==> src/rtl/circ_fifo.sv <==
// circ_fifo: single-clock circular-buffer FIFO with registered read data.
// DEPTH = 2**FIFO_DEPTH_W entries of DATA_W bits. The read and write pointers
// are FIFO_DEPTH_W+1 bits wide, and the extra MSB is a wrap bit.
// Optional feature macro: CIRC_FIFO_ERR_FLAGS_EN. When it is defined, the
// overflow/underflow pulses are registered. When it is undefined, both flags
// are tied to 0.
//
// Handshake semantics:
//   A write is accepted on a rising edge when wr_en_i=1 and full_o=0.
//   A read is accepted on a rising edge when rd_en_i=1 and empty_o=0. data_o
//   then shows the popped word from the following cycle and holds it until the
//   next accepted read.
//   A request that is not accepted leaves storage, pointers and data_o as they
//   were. With the error flags enabled, it is reported one cycle later as a
//   single-cycle overflow_o or underflow_o pulse.
module circ_fifo #(
    parameter int DATA_W       = 8,
    parameter int FIFO_DEPTH_W = 2,
    parameter int ID           = 0
) (
    input  logic              clk_i,
    input  logic              rst_ni,
    input  logic              wr_en_i,
    input  logic              rd_en_i,
    input  logic [DATA_W-1:0] data_i,
    output logic [DATA_W-1:0] data_o,
    output logic              full_o,
    output logic              empty_o,
    output logic              overflow_o,
    output logic              underflow_o
);

    localparam int DEPTH = 1 << FIFO_DEPTH_W;
    localparam logic [FIFO_DEPTH_W:0] PTR_ONE = 1;

    logic [DATA_W-1:0]       r_mem [DEPTH];
    logic [FIFO_DEPTH_W:0]   r_wptr;
    logic [FIFO_DEPTH_W:0]   r_rptr;
    logic [DATA_W-1:0]       r_data;

    logic                    w_full;
    logic                    w_empty;
    logic                    w_wr_acc;
    logic                    w_rd_acc;
    logic [FIFO_DEPTH_W-1:0] w_waddr;
    logic [FIFO_DEPTH_W-1:0] w_raddr;

    // ID is only an instance label. It drives nothing.
    logic [31:0]             w_unused_id;
    assign w_unused_id = 32'(ID);

    assign w_waddr  = r_wptr[FIFO_DEPTH_W-1:0];
    assign w_raddr  = r_rptr[FIFO_DEPTH_W-1:0];

    // Equal pointers mean empty. Equal low bits with different wrap bits
    // mean the writer is exactly one lap ahead, which means full.
    assign w_empty  = (r_wptr == r_rptr);
    assign w_full   = (w_waddr == w_raddr) &&
                      (r_wptr[FIFO_DEPTH_W] != r_rptr[FIFO_DEPTH_W]);

    // Acceptance looks only at the current flags. So a write while full is
    // dropped even if a read frees a slot on the same edge. Likewise, a read
    // while empty never sees the word being written on that edge.
    assign w_wr_acc = wr_en_i && !w_full;
    assign w_rd_acc = rd_en_i && !w_empty;

    // Storage write. The storage has no reset; the pointers define validity.
    always_ff @(posedge clk_i) begin
        if (w_wr_acc) begin
            r_mem[w_waddr] <= data_i;
        end
    end

    // Pointer advance on accepted transfers. Each pointer wraps naturally at
    // 2**(FIFO_DEPTH_W+1).
    always_ff @(posedge clk_i or negedge rst_ni) begin
        if (!rst_ni) begin
            r_wptr <= '0;
            r_rptr <= '0;
        end else begin
            if (w_wr_acc) begin
                r_wptr <= r_wptr + PTR_ONE;
            end
            if (w_rd_acc) begin
                r_rptr <= r_rptr + PTR_ONE;
            end
        end
    end

    // Registered read data. It loads only on an accepted read and holds
    // otherwise.
    always_ff @(posedge clk_i or negedge rst_ni) begin
        if (!rst_ni) begin
            r_data <= '0;
        end else if (w_rd_acc) begin
            r_data <= r_mem[w_raddr];
        end
    end

`ifdef CIRC_FIFO_ERR_FLAGS_EN
    logic r_overflow;
    logic r_underflow;

    // Error pulses: each one is high for exactly the cycle after a rejected
    // request.
    always_ff @(posedge clk_i or negedge rst_ni) begin
        if (!rst_ni) begin
            r_overflow  <= 1'b0;
            r_underflow <= 1'b0;
        end else begin
            r_overflow  <= wr_en_i && w_full;
            r_underflow <= rd_en_i && w_empty;
        end
    end

    assign overflow_o  = r_overflow;
    assign underflow_o = r_underflow;
`else
    assign overflow_o  = 1'b0;
    assign underflow_o = 1'b0;
`endif

    assign data_o  = r_data;
    assign full_o  = w_full;
    assign empty_o = w_empty;

endmodule

==> config.mk <==
export PLATFORM = sky130hd
export DESIGN_NAME = circ_fifo
export DESIGN_NICKNAME = d
export VERILOG_FILES = /design/src/rtl/circ_fifo.sv
export SDC_FILE = /design/constraint.sdc
export NUM_CORES = 1
export LEC_CHECK = 0
export BUFFER_PORTS_ARGS = -buffer_cell sky130_fd_sc_hd__buf_2
export CAP_MARGIN = 20
export CORE_ASPECT_RATIO = 0.6
export CORE_MARGIN = 10
export CORE_UTILIZATION = 49
export CTS_BUF_LIST = sky130_fd_sc_hd__clkbuf_16
export DETAILED_ROUTE_END_ITERATION = 16
export PLACE_DENSITY = 0.69
export SETUP_SLACK_MARGIN = 0.05
export SLEW_MARGIN = 30
export SYNTH_ARGS = -nofsm -noshare
export SYNTH_HDL_FRONTEND = slang
export SYNTH_SLANG_ARGS = --single-unit
==> constraint.sdc <==
create_clock -name clk_i -period 2.2 [get_ports clk_i]
set_input_delay 0.11 -clock clk_i [delete_from_list [all_inputs] [get_ports clk_i]]
set_output_delay 0.11 -clock clk_i [all_outputs]
set_load 0.05 [all_outputs]
# Word-level counts from Yosys, hierarchy flattened
# Memory sizes are Yosys's and may differ from the RTL's. A register that Yosys moved wholly into a read port is not among the register bits.
# Cells that the tools add are included.
# word_totals
mem_count	1
input_bits	12
register_bits	6
wordCells	16
output_inout_bits	12
ram_bits	32
# mem_list
name	depth	width	rd	rd_clocked_by_memory_dff	wr	line	text
r_mem	4	8	1	1	1	36	logic [DATA_W-1:0] r_mem [DEPTH];
# classes
reduce_logical	6
addsub	2
n_mux	2
eq_ne	3
# op_table
op	n
adder 3 x 1 -> 3 bit (second input constant)	2
== test 3 bit	1
logical AND 1 bit	3
zero test 1 bit	3
== test 2 bit	1
two-way mux 1 bit	2
!= test 1 bit	1

# Depth between registers and ports, before layout
# depth
ltp_word	6
ltp_mapped	5
depth_no_buf	4

# Least setup slack after synthesis
# Ideal clock, no wire load.
# synth_timing
path_type	register to register
startpoint	register r_rptr[0]
endpoint	memory r_mem[3][0] (enable)
setup_ns	0.381
period_less_slack_ns	1.674
arrival_ns	1.293
path_slack_ns	0.526
stages_incl_launch_ff	4
t_required_ns	1.819
cell_sequence	dfrtp_1 buf_6 xnor2_4 a31oi_1
# synth_between
elab_chain_cells	6
# synth_lines
element	line	text
from (decl)	38	logic [FIFO_DEPTH_W:0] r_rptr;
from (signal assigned)	85	r_rptr <= r_rptr + PTR_ONE;
== test 2 bit	58	assign w_full = (w_waddr == w_raddr) &&
logical AND 1 bit	58	
zero test 1 bit	64	assign w_wr_acc = wr_en_i && !w_full;
logical AND 1 bit	64	
two-way mux 1 bit	69	if (w_wr_acc) begin
two-way mux 1 bit (not written as such)	70	r_mem[w_waddr] <= data_i;
to (decl)	36	
# Every way passes these cells.

# Worst setup path after layout
# layout_timing
startpoint	register r_rptr[0]
endpoint	memory r_mem[0][5] (enable)
# The elaborated chain is that of the path after synthesis.

==> impl_metrics.tcl <==
set metrics [dict create \
    area_growth_pct 18.6 \
    min_period_over_period_pct 83.6 \
    ys_seq_area_share_pct 66.8 \
    p_leak_nw 0.959 \
    crit_start "r_rptr[0]" \
    cp_slowest_cell "dfrtp_1" \
    max_cap_viol_count 0 \
    cp.buffers_inverters 0 \
    grt_max_degree 16 \
    htreeDepth 2 \
    synthesis.instances 99 \
    clock_latency_ps 290 \
    cp_top_family "flip-flops" \
    drc 0 \
    drive_above_1_share_pct 36.2 \
    r2r_cells 3 \
    path_max_fanout 8 \
    synth_warnings 0 \
    cpPeakStageDelay_ps 510 \
    drt-pass1-iter-count 4 \
    antenna_found_initial 0 \
    grt_pass1_wl_um 5050 \
    rsz0062_at_grt "no" \
    dpl-instance-area_sq_um 2120 \
    avgSynthCellArea_sq_um 19.8 \
    maxSlewViolCount 0 \
    fin_setup_tns_ps 0 \
    path_depth 3 \
    fill_cells 267 \
    die_w_um 102 \
    antenna_cells 0 \
    final-setup-viol-count 0 \
    core_sq_um 3760 \
    numClockSinks 46 \
    grt.total_usage_pct 9.65 \
    nNetsFinal 146 \
    hold_depth 1 \
    dieHeight_um 69.0 \
    fin_area_sq_um 2330 \
    fp-row-count 17 \
    cts_tree "yes" \
    cp_cell_sequence "xnor2_4 > a31oi_2 > and2_1" \
    worstSetupPathType "register to register" \
    hp-start "data_i[4]" \
    wl_per_cell_um 17.9 \
    clockBufferDepth 2 \
    cts-root-buf "clkbuf_16" \
    synth_cell_type_count 20 \
    drtAntennaViolNets 0 \
    hold_violations 0 \
    cp_data_arrival_time_ps 1780 \
    grt_overflow 0 \
    crit_path_end_kind "register" \
    clkSlewWorstSetupHoldPaths_ps 60 \
    worstPathRequired_ps 2140 \
    vdd_ir_drop_max_mv 0.612 \
    vias 916 \
    globalplace.congestion 0.769 \
    first_global_vias 979 \
    wl_um 3170 \
    crit_path_start_kind "register" \
    cts-buffers-inserted 5 \
    port_buffers 21 \
    synth-seq-cells 46 \
    status "complete, no violations" \
    io_pins 24 \
    period_needed_ps 1840 \
    p_per_area_nw_per_um2 1680 \
    die_area_sq_um 7020 \
    clock.fmax_mhz 544 \
    vias_per_cell 5.18 \
    min_path_type "primary input to register" \
    rr_startpoint "r_rptr[0]" \
    drt_iter0_drc 24 \
    start_util_pct 52.1 \
    dpl.hpwl_um 2270 \
    skew_ps 3.69 \
    syn_area_sq_um 1960 \
]
[flip-flops by register name (all words and copies together), names as in the netlist]
signal	flops
data_o	8
r_mem	32
r_rptr	3
r_wptr	3
[worst register-to-register path, cell delays in order (launching register included)]
cell and delay (ps):
dfrtp_1 510, xnor2_4 220, a31oi_2 310, and2_1 450
[per-layer routing]
layer	global-route usage [%]	part of all wire (%)
met4	5.63	2.4
met3	3.57	5.8
met1	11.9	43
met2	14.0	49
met5	0	0
[cell usage in the layout, fill, tap and decap left out, types with 2 or more instances in the layout]
cell and n:
edfxtp_1 32, buf_2 21, dfrtp_1 14, mux2_4 9
mux4_1 8, ha_1 5, clkbuf_16 5, buf_4 5
inv_1 4, xnor2_1 3, nand2_1 3, xor2_1 3
and2_1 3, nor2_1 2, a31oi_1 2, conb_1 2
bufinv_16 2
[cells in the mapped netlist, drive strengths merged]
master  count  area (sq um)
buf         5          45.0
edfxtp     32           961
conb        1          3.75
mux2       10           146
inv         4          15.0
dfrtp      14           350
and2        3          18.8
nor2        2          7.51
nand2       3          11.3
mux4        8           210
a31o        1          8.76
xor2        3          26.3
xnor2       5          70.1
a31oi       3          25.0
ha          5          62.6
[power breakdown]
part / switching, mW / total, mW / internal (mW)
registers: 0.173 / 1.39 / 1.22
logic: 0.882 / 1.54 / 0.660
clock network: 0.312 / 0.964 / 0.652
[stage by stage]
step	setup slack (ps)	std cells	total power [mW]	hold WS [ps]	utilization [%]
floorplan	526	100	2.62	-186	-
global placement	396	168	2.92	27.6	56.4
detailed placement	341	168	2.96	28.8	56.4
CTS	323	177	3.95	28.2	61.8
global route	253	177	4.09	26.9	61.8
finish	362	177	3.90	35.3	61.8
[area by class of cell]
| class | instances | area, sq um | area share, % |
|---|---|---|---|
| clock buffers | 5 | 125 | 5.38 |
| well taps | 47 | 58.8 | 2.53 |
| repair buffers | 27 | 153 | 6.56 |
| inverters | 4 | 15.0 | 0.646 |
| multi-input cells | 45 | 594 | 25.6 |
| clock inverters | 3 | 68.8 | 2.96 |
| flip-flops and latches | 46 | 1310 | 56.4 |
[worst paths after layout]
| path | endpoint | slack (ps) |
|---|---|---|
| min in group asynchronous | data_o[1] | 260 |
| min | r_mem[1][4] | 40 |
| max | r_mem[0][5] | 360 |
| max reg2reg | r_mem[0][5] | 360 |
| max in group asynchronous | data_o[5] | 1690 |
| min reg2reg | data_o[0] | 500 |
[cell families after synthesis]
| logic type | after synthesis | synth area share [%] |
|---|---|---|
| flip-flops | 46 | 66.8 |
| multiplexers | 18 | 18.2 |
| buffers and inverters | 9 | 3.06 |
| XOR/XNOR | 8 | 4.91 |
| AND/OR/NAND/NOR | 8 | 1.91 |
| adder cells (fa/ha/maj) | 5 | 3.19 |
| AO/OA/AOI/OAI | 4 | 1.72 |
| other | 1 | 0.191 |
[repair_timing]
action / CTS / global route
hold buffers: 1 / 0
resized for setup: 0 / 0
hold endpoints to repair: 14 / 0
setup buffers: 0 / 0
(Power assumes the default switching activity.)
